File: config.mk
export PLATFORM = sky130hd
export DESIGN_NAME = bist_controller_flat
export DESIGN_NICKNAME = d
export VERILOG_FILES = /design/src/rtl/bist_pkg.sv /design/src/rtl/bist_if.sv /design/src/rtl/misr_16bit.sv /design/src/rtl/bist_controller.sv /design/src/flat_wrapper.sv
export SDC_FILE = /design/constraint.sdc
export NUM_CORES = 1
export LEC_CHECK = 0
export ABC_AREA = 0
export ABC_CLOCK_PERIOD_IN_PS = 3900
export CAP_MARGIN = 5
export CORE_MARGIN = 2
export CORE_UTILIZATION = 30
export DETAILED_ROUTE_END_ITERATION = 8
export GPL_TIMING_DRIVEN = 1
export PLACE_DENSITY = 0.6
export SETUP_SLACK_MARGIN = 0.1
export SLEW_MARGIN = 40
export SYNTH_ARGS = -nofsm -noshare
export SYNTH_HDL_FRONTEND = slang
export SYNTH_SLANG_ARGS = --single-unit
File: constraint.sdc
create_clock -name clk -period 3.9 [get_ports clk]
set_input_delay 0.78 -clock clk [delete_from_list [all_inputs] [get_ports clk]]
set_output_delay 0.78 -clock clk [all_outputs]
set_load 0.01 [all_outputs]
File: src/rtl/bist_pkg.sv
// ----------------------------------------------------------------------------
// bist_pkg
// Shared definitions for the BIST controller slice: the controller state
// encoding, the MISR feedback polynomial and a single-step MISR helper.
// No ports (package).
// ----------------------------------------------------------------------------
package bist_pkg;

  typedef enum logic [2:0] {
    ST_IDLE    = 3'd0,
    ST_RUN     = 3'd1,
    ST_DRAIN   = 3'd2,
    ST_COMPARE = 3'd3,
    ST_DONE    = 3'd4
  } state_t;

  // x^16 + x^12 + x^3 + x + 1 (the x^16 term is implied by the shift-out)
  localparam logic [15:0] MISR_POLY = 16'h100B;

  // One MISR step: shift left, fold the outgoing MSB back through the
  // polynomial, then mix in the new data word.
  function automatic logic [15:0] misr_step(input logic [15:0] cur,
                                            input logic [15:0] data);
    return {cur[14:0], 1'b0} ^ (cur[15] ? MISR_POLY : 16'h0000) ^ data;
  endfunction

endpackage

File: src/rtl/bist_if.sv
// ----------------------------------------------------------------------------
// bist_if
// Groups the controller's run-control and result/signature signals.
//   start, abort      run request / run termination
//   result[15:0]      multiplier output under test
//   golden_sig[15:0]  expected signature
//   pattern_en        advance enable for the upstream pattern source
//   misr_out[15:0]    current signature register
//   busy, done, pass  run status
// Modports: slave = controller side, master = driver/test side.
// ----------------------------------------------------------------------------
interface bist_if;

  logic        start;
  logic        abort;
  logic [15:0] result;
  logic [15:0] golden_sig;
  logic        pattern_en;
  logic [15:0] misr_out;
  logic        busy;
  logic        done;
  logic        pass;

  modport slave (
    input  start, abort, result, golden_sig,
    output pattern_en, misr_out, busy, done, pass
  );

  modport master (
    output start, abort, result, golden_sig,
    input  pattern_en, misr_out, busy, done, pass
  );

endinterface

File: src/rtl/misr_16bit.sv
// ----------------------------------------------------------------------------
// misr_16bit
// 16-bit multiple-input signature register using the bist_pkg polynomial.
//   clk         clock, rising edge
//   rst         synchronous active-high reset, clears the signature
//   clear       synchronous clear at the start of a run
//   en          compress data into the signature this cycle
//   data[15:0]  word to compress
//   misr[15:0]  current signature
// ----------------------------------------------------------------------------
module misr_16bit
  import bist_pkg::*;
(
  input  logic        clk,
  input  logic        rst,
  input  logic        clear,
  input  logic        en,
  input  logic [15:0] data,
  output logic [15:0] misr
);

  // clear wins over en so a new run always begins from an all-zero signature
  always_ff @(posedge clk) begin
    if (rst || clear) begin
      misr <= 16'h0000;
    end else if (en) begin
      misr <= misr_step(misr, data);
    end
  end

endmodule

File: src/rtl/bist_controller.sv
// ----------------------------------------------------------------------------
// bist_controller
// Runs a fixed-length BIST pass: enables the pattern source for
// PATTERN_COUNT cycles, compresses the delayed results into a MISR, waits
// PIPE_LATENCY cycles for the pipeline to drain, then compares the
// signature against golden_sig.
//   Parameters: PATTERN_COUNT (1..65535), PIPE_LATENCY (1..15)
//   clk   clock, rising edge
//   rst   synchronous active-high reset
//   bus   bist_if.slave: start/abort/result/golden_sig in,
//         pattern_en/misr_out/busy/done/pass out
// ----------------------------------------------------------------------------
module bist_controller
  import bist_pkg::*;
#(
  parameter int PATTERN_COUNT = 255,
  parameter int PIPE_LATENCY  = 3
) (
  input  logic   clk,
  input  logic   rst,
  bist_if.slave  bus
);

  state_t                  state;
  state_t                  state_nxt;
  logic [15:0]             pat_cnt;
  logic [3:0]              drain_cnt;
  logic [PIPE_LATENCY-1:0] cap_pipe;
  logic                    cap_en;
  logic                    start_ok;
  logic                    misr_en;
  logic                    pass_q;
  logic                    pattern_en;

  // start is honoured only when idle or finished; abort overrides start
  assign start_ok = bus.start && !bus.abort &&
                    ((state == ST_IDLE) || (state == ST_DONE));

  // State register
  always_ff @(posedge clk) begin
    if (rst) begin
      state <= ST_IDLE;
    end else begin
      state <= state_nxt;
    end
  end

  // Next-state logic
  always_comb begin
    state_nxt = state;
    if (bus.abort) begin
      state_nxt = ST_IDLE;
    end else begin
      case (state)
        ST_IDLE:    if (bus.start) state_nxt = ST_RUN;
        ST_RUN:     if (pat_cnt <= 16'd1) state_nxt = ST_DRAIN;
        ST_DRAIN:   if (drain_cnt <= 4'd1) state_nxt = ST_COMPARE;
        ST_COMPARE: state_nxt = ST_DONE;
        ST_DONE:    if (bus.start) state_nxt = ST_RUN;
        default:    state_nxt = ST_IDLE;
      endcase
    end
  end

  // Output decode
  always_comb begin
    pattern_en = 1'b0;
    bus.busy   = 1'b0;
    bus.done   = 1'b0;
    case (state)
      ST_RUN: begin
        pattern_en = 1'b1;
        bus.busy   = 1'b1;
      end
      ST_DRAIN:   bus.busy = 1'b1;
      ST_COMPARE: bus.busy = 1'b1;
      ST_DONE:    bus.done = 1'b1;
      default: ;
    endcase
  end

  assign bus.pattern_en = pattern_en;
  assign bus.pass       = pass_q;

  // Pattern and drain counters; both count down and stop at zero.
  // The drain counter is loaded on the RUN->DRAIN transition.
  always_ff @(posedge clk) begin
    if (rst || bus.abort) begin
      pat_cnt   <= 16'd0;
      drain_cnt <= 4'd0;
    end else if (start_ok) begin
      pat_cnt   <= 16'(PATTERN_COUNT);
      drain_cnt <= 4'd0;
    end else begin
      if (state == ST_RUN && pat_cnt != 16'd0) begin
        pat_cnt <= pat_cnt - 16'd1;
      end
      if (state == ST_RUN && state_nxt == ST_DRAIN) begin
        drain_cnt <= 4'(PIPE_LATENCY);
      end else if (state == ST_DRAIN && drain_cnt != 4'd0) begin
        drain_cnt <= drain_cnt - 4'd1;
      end
    end
  end

  // Capture enable is pattern_en delayed by PIPE_LATENCY cycles so each
  // result is compressed exactly when it arrives from the pipeline.
  generate
    if (PIPE_LATENCY == 1) begin : g_pipe_one
      always_ff @(posedge clk) begin
        if (rst || bus.abort) begin
          cap_pipe <= '0;
        end else begin
          cap_pipe <= pattern_en;
        end
      end
    end else begin : g_pipe_many
      always_ff @(posedge clk) begin
        if (rst || bus.abort) begin
          cap_pipe <= '0;
        end else begin
          cap_pipe <= {cap_pipe[PIPE_LATENCY-2:0], pattern_en};
        end
      end
    end
  endgenerate

  assign cap_en = cap_pipe[PIPE_LATENCY-1];

  // An abort freezes the signature at its current value
  assign misr_en = cap_en && !bus.abort;

  // Pass flag: cleared on a new run or abort, loaded once in COMPARE
  always_ff @(posedge clk) begin
    if (rst || bus.abort || start_ok) begin
      pass_q <= 1'b0;
    end else if (state == ST_COMPARE) begin
      pass_q <= (bus.misr_out == bus.golden_sig);
    end
  end

  misr_16bit u_misr (
    .clk   (clk),
    .rst   (rst),
    .clear (start_ok),
    .en    (misr_en),
    .data  (bus.result),
    .misr  (bus.misr_out)
  );

endmodule
File: src/flat_wrapper.sv
// flat-port wrapper written by rule: the top's interface ports become plain ports
module bist_controller_flat import bist_pkg::*;
#(
  parameter int PATTERN_COUNT = 255,
  parameter int PIPE_LATENCY  = 3
)
  (clk, rst, bus_start, bus_abort, bus_result, bus_golden_sig, bus_pattern_en, bus_misr_out, bus_busy, bus_done, bus_pass);
  bist_if bus_i ();
  input  logic clk;
  input  logic rst;
  input wire logic [$bits(bus_i.start)-1:0] bus_start;
  input wire logic [$bits(bus_i.abort)-1:0] bus_abort;
  input wire logic [$bits(bus_i.result)-1:0] bus_result;
  input wire logic [$bits(bus_i.golden_sig)-1:0] bus_golden_sig;
  output wire logic [$bits(bus_i.pattern_en)-1:0] bus_pattern_en;
  output wire logic [$bits(bus_i.misr_out)-1:0] bus_misr_out;
  output wire logic [$bits(bus_i.busy)-1:0] bus_busy;
  output wire logic [$bits(bus_i.done)-1:0] bus_done;
  output wire logic [$bits(bus_i.pass)-1:0] bus_pass;
  assign bus_i.start = bus_start;
  assign bus_i.abort = bus_abort;
  assign bus_i.result = bus_result;
  assign bus_i.golden_sig = bus_golden_sig;
  assign bus_pattern_en = bus_i.pattern_en;
  assign bus_misr_out = bus_i.misr_out;
  assign bus_busy = bus_i.busy;
  assign bus_done = bus_i.done;
  assign bus_pass = bus_i.pass;
  bist_controller #(.PATTERN_COUNT(PATTERN_COUNT), .PIPE_LATENCY(PIPE_LATENCY)) u_core (.clk(clk), .rst(rst), .bus(bus_i));
endmodule
==> results of run 1 <==
## where the power goes
group	switching (mW)	internal (mW)
clock	0.153	0.145
sequential	0.00712	0.445
combinational	0.0668	0.0802
## worst max-delay path by stage
stage	endpoint	slack (ps)	cells after the start
2_1_floorplan	u_core.pat_cnt[1]	1780	7
3_3_place_gp	u_core.u_misr.misr[1]	1410	4
3_5_place_dp	u_core.u_misr.misr[5]	1380	4
4_1_cts	bus_pattern_en	1150	3
5_1_grt	bus_pattern_en	1070	3
6_report	bus_pattern_en	1160	3
## routing by layer
metal  track usage  vias to the layer above  share of wire  wire length, µm
met5             0                        -              0                0
met4        0.0385                        0          0.013               62
met3        0.0409                        7          0.063              307
met2         0.188                       50           0.43             2110
met1         0.167                      835           0.49             2400
li1              -                      969              -                -
## area by class of cell
class | count | area (µm²) | area share
clock buffer | 6 | 82.6 | 0.0275
clock inverter | 2 | 13.8 | 0.00458
inverter | 5 | 18.8 | 0.00625
multi-input combinational | 193 | 1350 | 0.448
sequential | 43 | 861 | 0.287
tap | 99 | 124 | 0.0412
timing repair buffer | 56 | 558 | 0.186
## placed cells by master, fill, tap and decap left out, drive strengths merged, types with 2 or more instances in the layout
| master | n |
|---|---|
| a211oi | 15 |
| a21oi | 12 |
| and2 | 3 |
| clkbuf | 6 |
| clkdlybuf4s50 | 55 |
| dfxtp | 43 |
| ha | 6 |
| inv | 6 |
| mux2i | 4 |
| nand2 | 8 |
| nand2b | 4 |
| nand3 | 5 |
| nand3b | 3 |
| nand4 | 2 |
| nor2 | 37 |
| nor3 | 13 |
| nor4 | 10 |
| or2 | 2 |
| or3b | 3 |
| or4 | 4 |
| xnor2 | 33 |
| xor2 | 18 |
## state kept, by name (all words and copies together), names as in the netlist
register and count:
u_core.cap_pipe 3, u_core.u_misr.misr 16, u_core.drain_cnt 4, u_core.pat_cnt 16
u_core.bus.pass 1, u_core.state 3
## logic make-up (layout without fill, tap and decap cells)
group | count (synthesis) | count (layout)
DFF | 43 | 43
adders and majority gates | 6 | 6
xor gates and xnor gates | 51 | 51
AOI/OAI and AO/OA | 32 | 32
buffers and inverters | 14 | 69
muxes | 5 | 5
and+or+nand+nor | 99 | 99
## per-stage QoR
stage          instances  area [µm²]
4_1_cts              404        3000
3_5_place_dp         396        2910
3_3_place_gp         396        2900
6_report             404        3000
2_1_floorplan        250        2260
5_1_grt              404        3000
## worst max-delay path, delay by kind of cell (launching register included)
kind / cells / cell delay (ps)
flops: 1 / 430
simple gates: 1 / 510
buf+inv: 2 / 720
==> metrics list, run 1 <==
- CTS placed an instance of sky130_fd_sc_hd__clkbuf_8 at the clock tree root.
- Commonest cells post-synth: sky130_fd_sc_hd__dfxtp_1, sky130_fd_sc_hd__nor2_1, sky130_fd_sc_hd__xnor2_1
* Clock latency at the later pin of the worst-skew pair: 300 ps
* Placement Rows: 31
- Shortest clock period the worst path allows after layout: 2740 ps
* Global router's overall resource usage: 0.124
- Mapped Nets: 292
* Biggest fanout along the worst timing path: 7
* Avg Cell Area, Syn: 9.03 µm²
* Worst clock skew: 9.68 ps
* Number of synthesized flops with an enable pin: 0
* Kind of critical path: register to primary output
- Buffers inserted during clock tree synthesis total 5.
* Setup repair after global routing missed its margin: false
* R2r endpoint: u_core.pat_cnt[1]
* Highest achievable clock rate: 366 MHz
* Share of Yosys cell area claimed by the top area cell type: 0.381
- Clk sinks: 43
* Vert. Die Dim: 90.8 µm
- In this run the static leakage power is 0.994 nW.
- Status: finished clean
- Pre-CTS WS: 1380 ps
* Flip-flop and latch count after synthesis: 43
* Peak ir drop on the vdd network: 139 µV
* Total Negative Setup Slacks: 0 ps
- Filler cell count in the final layout: 747
* Routability congestion estimate: 0.756
* Max-cap check violation count: 0
- For this run, the slowest stage of the critical path takes 570 ps.
- The worst path meets setup with 1160 ps of slack.
- Std-Cell Core Area: 7250 µm²
- Post-CTS timing repair inserted 0 buffers for setup.
- The H-tree was split into 2 levels.
- Antenna violations before repair: 0
- Dividing the detail-routed wire length by the instance count gives 12.1 µm.
- After clock tree synthesis, the clock-pin slew on the worst setup and hold paths is 90 ps.
- Number of vias in the routed layout: 1861
- Tcrit/Tclk final: 0.701
- The max-slew violation count was 0.
- Hold path startpoint: u_core.cap_pipe[1]
* Adder and majority cell fraction of the synthesized area: 0.0332
- The first global-routing pass estimated 8400 µm of wire.
- The biggest area contributor in the post-synthesis netlist is sky130_fd_sc_hd__dfxtp_1.
- Tot Pwr: 0.897 mW
* PostCTS Resize Cnt: 0
* Gate count after technology mapping: 250
- Antenna viol nets, final: 0
- Walking the worst path, the cells encountered are or3b_2 -> inv_1 -> clkdlybuf4s50_1.
- During I/O placement, the number of pins put on the boundary was 56.
- Area overhead of the layout relative to synthesis: 33.0%
- Across all register-to-register paths, the minimum setup slack is 1520 ps.
- Clock tree from TritonCTS: built
* Dominant cell by count in the synthesized netlist: sky130_fd_sc_hd__dfxtp_1
- Worst Setup SP: u_core.state[0]
* Antenna diodes: 0
* Share of synthesized cell area in and, or, nand and nor gates: 0.241
- Top area cells in the synthesized netlist: sky130_fd_sc_hd__dfxtp_1, sky130_fd_sc_hd__xnor2_1, sky130_fd_sc_hd__xor2_1, sky130_fd_sc_hd__nor2_1, sky130_fd_sc_hd__a211oi_1
- Endpoint type of the worst setup path: primary output
- The first detailed-routing pass ran for 4 iterations.
- Die Width: 90.8 µm
- After legalization and detailed placement, the total HPWL measured 3810 µm.
- The worst pin sits at a relative slew slack of 0.570.
- Mux contribution to synthesized area: 0.0227
- Total die area: 8240 µm²
* Complex-gate fraction of the synthesized area: 0.0975
- Number of nets in the finished design: 346
- For hold timing, the worst endpoint is u_core.cap_pipe[2].
* Data required, critical path: 3120 ps
* Number of cells on the worst reg-to-reg path: 5
- The startpoint identified for the worst register-to-register timing path is u_core.pat_cnt[5].
- First-iteration detailed-routing DRC count: 56
* Portion of the post-synthesis area used by sequential elements: 0.381
- The synthesized netlist contains 38 unique library cells.
- Finish-stage setup viols: 0
* Vias per inst: 4.61
- Hold crit path type: register to register
* Total count of hold-check failures in the final report: 0
- The clock passes through at most 2 buffers.
- Along the worst hold path, the cell count comes to 1.
* Parity-gate share of the synthesized area counting xor and xnor cells: 0.198
* Fraction of final layout cells sized beyond drive strength 1: 0.0754
- Total standard cell area after synthesis: 2260 µm²
- Count of hold buffers inserted by post-cts repair: 0
- Power spread over the standard cell area amounts to 298 nW/µm².
- Most used flip-flop cell after synthesis: sky130_fd_sc_hd__dfxtp_1
- The Yosys step of the flow raised 0 warnings.
- Post-layout utilization of the core: 0.414
- Of all flip-flops after synthesis, the portion carrying an async set or reset was 0.
- Worst EP arrival: 1960 ps
* WL final: 4880 µm
- Pin count of the biggest net entering global routing: 30
- Via count of the first global-routing pass: 1775
- Global routing finished with a remaining overflow of 0.
- Main combinational cell family by area after synthesis: simple AND/OR/NAND/NOR gates
* WHS: 430 ps
* Kind of launch point of the worst setup path: register
- For the pin with the worst max-slew slack, the measured transition is 645 ps.
* Slowest stage cell, crit path: sky130_fd_sc_hd__clkdlybuf4s50_1
- PortBufs: 55
- Starting Density: 0.311
- In the routed design, unresolved DRC markers number 0.
Power figures use the tool's default switching activity.
==> run 2: changes to the inputs <==
ABC_CLOCK_PERIOD_IN_PS = 2500   (was 3900)
PLACE_DENSITY = 0.62   (was 0.6)
clock period = 2.5 ns   (was 3.9 ns; I/O delays follow)
==> run 2 against run 1 <==
Net effect: first-iteration DRC count grew 71%; largest cell class unchanged; combinational power rose by 65%; flip-flop and latch count unchanged; highest routed layer unchanged.
==> metrics list, run 2 (synthesis gave the netlist of run 1 again) <==
- The switching power summed over all nets is 0.362 mW (+59%).
* Count of non-filler cells in the finished layout: 407 (+0.74%)
- The reported max-cap violation count came to 0 (unchanged).
* Routed met2 length: 2440 µm (+16%)
- The total CTS buffers came to 5 (unchanged).
- Pin count of the biggest net entering global routing: 30 (unchanged)
- Total Negative Setup Slacks: 0 ps (unchanged)
* Global-route wire length before repair: 8760 µm (+4.3%)
- # DRC: 0 (unchanged)
* Global router's overall resource usage: 0.131 (+0.00694)
- The library cell used most frequently in the layout, excluding fill and tap cells, is sky130_fd_sc_hd__clkdlybuf4s50_1.
* Peak ir drop on the vdd network: 204 µV (+47%)
- The starting density of the core was 0.311 (unchanged).
* WL final: 5230 µm (+7.1%)
* DP Wirelength: 3880 µm (+1.7%)
* Tcrit/Tclk final: 0.909
- Die Width: 90.8 µm (unchanged)
* Pre-CTS WS: 175 ps (-1210 ps)
- Antenna violations before repair: 0 (unchanged)
* Clock latency at the later pin of the worst-skew pair: 290 ps (about the same)
- The post-CTS setup buffer count is 0 (unchanged).
- The number of vias in the routed layout came to 1890 (+1.6%).
* Post-layout utilization of the core: 0.421 (+0.00673)
- The net total in the final layout was 349 (+0.87%).
* Clock Pin Slew Worst Setup and Hold Paths: 80 ps (about the same)
* Leading cell types in the layout, fill and taps excluded: sky130_fd_sc_hd__clkdlybuf4s50_1, sky130_fd_sc_hd__dfxtp_1, sky130_fd_sc_hd__nor2_1
* Cell count of the worst hold path: 1 (unchanged)
- The count of placed standard cells including taps was 399 (+0.76%).
- The via count of the first global-routing pass was 1926 (+8.5%).
- The total global routing overflow came to 0 (unchanged).
- Routability congestion estimate: 0.782 (+3.5%)
- PortBufs: 55 (unchanged)
- The internal power was 1.15 mW (+72%).
* Vert. Die Dim: 90.8 µm (unchanged)
- Based on the critical path, the design can be clocked at up to 440 MHz.
* Kind of launch point of the worst setup path: register
- The smallest hold slack was 452 ps (+22.8 ps).
- The diode insertion count for antenna repair is 0 (unchanged).
- The sequential group share of total power was 0.467 (-0.037).
- The flow ran to the end, and the final reports show no timing, DRC or antenna violations.
- The worst setup path is captured at a register.
* Sw Share: 0.239 (-0.0138)
* Largest registers ranked by flip-flop count: u_core.pat_cnt: 16 flops, u_core.u_misr.misr: 16 flops, u_core.drain_cnt: 4 flops
- Biggest fanout along the worst timing path: 3 (-4)
- R2r endpoint: u_core.pat_cnt[1]
- Slew at the pin closest to its max-slew limit: 694 ps (+48.9 ps)
* Number of cells on the worst reg-to-reg path: 7 (+2)
- Data required, critical path: 2730 ps (-390 ps)
- The final number of hold-violating endpoints was 0 (unchanged).
* Setup slack of the critical path after layout: 227 ps (-938 ps)
- Hold path startpoint: u_core.cap_pipe[0]
* Std-Cell Core Area: 7250 µm² (unchanged)
- Clock power frac: 0.373 (+0.041)
- Leakage Power: 1.02 nW (+2.6%)
- The worst hold path terminates at u_core.cap_pipe[1].
- Worst EP arrival: 2510 ps (+550 ps)
- From synthesis to final layout, the design area changed by 35.2%.
- Final Max Slew Viols: 0 (unchanged)
- The headroom to the max-slew limit came to 0.538 (-0.0326).
* Comb power frac: 0.160 (-0.004)
- The post-detailed-placement cell area is 2920 µm² (+0.56%).
- The iteration count of the initial detailed-routing pass was 4 (unchanged).
- The internal reg-to-reg setup slack came to 230 ps (-1290 ps).
* Area of all placed cells without fillers: 3050 µm² (+1.6%)
- Finish-stage setup viols: 0 (unchanged)
- Antenna viol nets, final: 0 (unchanged)
* Clock tree from TritonCTS: built
- Boundary Pins: 56 (unchanged)
* Vias per inst: 4.64 (+0.81%)
- The fraction of final layout cells with drive strength greater than 1 is 0.0942 (+0.0187).
- Tot Pwr: 1.51 mW (+68%)
* Worst clock skew: 7.72 ps (-1.96 ps)
* Clock tree root driver cell: sky130_fd_sc_hd__clkbuf_8
* Placement Rows: 31 (unchanged)
* Clk sinks: 43 (unchanged)
* Shortest clock period the worst path allows after layout: 2270 ps
* Met3 WL: 339 µm (+10%)
* Hold crit path type: register to register
- After detailed routing, no signal wire sits above met4.
- The count of routing violations after the opening detailed-route iteration was 96 (+71%).
- The count of fill cells added during filler insertion is 730 (-2.3%).
- Wl on met1: 2360 µm (-1.5%)
- Setup repair after global routing could not meet its margin everywhere.
* H-Tree Level Count: 2 (unchanged)
* Wire length per cell: 12.9 µm (+6.3%)
* Beginning of the worst register-to-register path: u_core.pat_cnt[0]
- The power per standard cell area was 495 nW/µm² (+66%).
* Count of hold buffers inserted by post-cts repair: 0 (unchanged)
* Number of buffers on the longest clock path: 2 (unchanged)
- The critical path in this run is classified as register to register.
- Total die area: 8240 µm² (unchanged)
-- run 2: cell types whose count changed in the layout (fill, tap and decap cells not counted) --
cell,delta
sky130_fd_sc_hd__inv_2,+1
sky130_fd_sc_hd__bufinv_16,+1
sky130_fd_sc_hd__inv_1,-1
sky130_fd_sc_hd__or3b_4,+1
sky130_fd_sc_hd__inv_6,-1
sky130_fd_sc_hd__or3b_2,-1
sky130_fd_sc_hd__buf_4,+3
sky130_fd_sc_hd__dfxtp_1,-2
sky130_fd_sc_hd__dfxtp_2,+2
-- run 2: repair_timing --
item | 4_1_cts | 5_1_grt
gates resized for setup | 2 | 3
pin swaps | 0 | 0
endpoints found under the hold margin | 0 | 0
endpoints found under the setup margin | 1 | 2
-- run 2: layout make-up --
type,instances,area [µm²],area share
Sequential cell,43,863,0.283
Inverter,5,18.8,0.00615
Timing Repair Buffer,59,581,0.190
Multi-Input combinational cell,193,1350,0.442
Tap cell,99,124,0.0406
Clock buffer,6,82.6,0.0270
Clock inverter,2,35.0,0.0115
-- run 2: layer usage --
metal  vias to the layer above  global-route usage
li1                        975                   -
met1                       854               0.160
met5                         -                   0
met2                        55               0.211
met3                         6              0.0509
met4                         0              0.0449
-- run 2: worst max-delay path by stage --
stage	end	depth (start not counted)	start	slack, ps
after floorplan	u_core.pat_cnt[1]	7	u_core.pat_cnt[0]	380
after global placement	u_core.pat_cnt[1]	7	u_core.pat_cnt[0]	300
after detailed placement	u_core.pat_cnt[1]	7	u_core.pat_cnt[0]	180
after CTS	u_core.pat_cnt[1]	7	u_core.pat_cnt[0]	100
after global routing	u_core.pat_cnt[1]	7	u_core.pat_cnt[0]	80
final	u_core.pat_cnt[1]	7	u_core.pat_cnt[0]	230
-- run 2: worst max-delay path, cell delays in order, from the launching register on --
cell and delay (ps):
sky130_fd_sc_hd__dfxtp_1 330, sky130_fd_sc_hd__inv_1 110, sky130_fd_sc_hd__ha_1 150, sky130_fd_sc_hd__or3b_2 510, sky130_fd_sc_hd__nor4_2 430, sky130_fd_sc_hd__nand2b_1 210, sky130_fd_sc_hd__mux2_2 340, sky130_fd_sc_hd__a21oi_1 130
-- run 2: power groups by stage --
stage                     registers [mW]  logic [mW]  clock network, mW
after floorplan                    0.718       0.145                  0
after global placement             0.720       0.235                  0
after detailed placement           0.721       0.238                  0
after CTS                          0.705       0.240              0.578
after global routing               0.707       0.267              0.608
final                              0.705       0.242              0.564
==> run 3: changes to the inputs <==
TNS_END_PERCENT = 20   (was default)
==> results of run 3 <==
Final layout, timing and power as in run 2 (identical DEF).
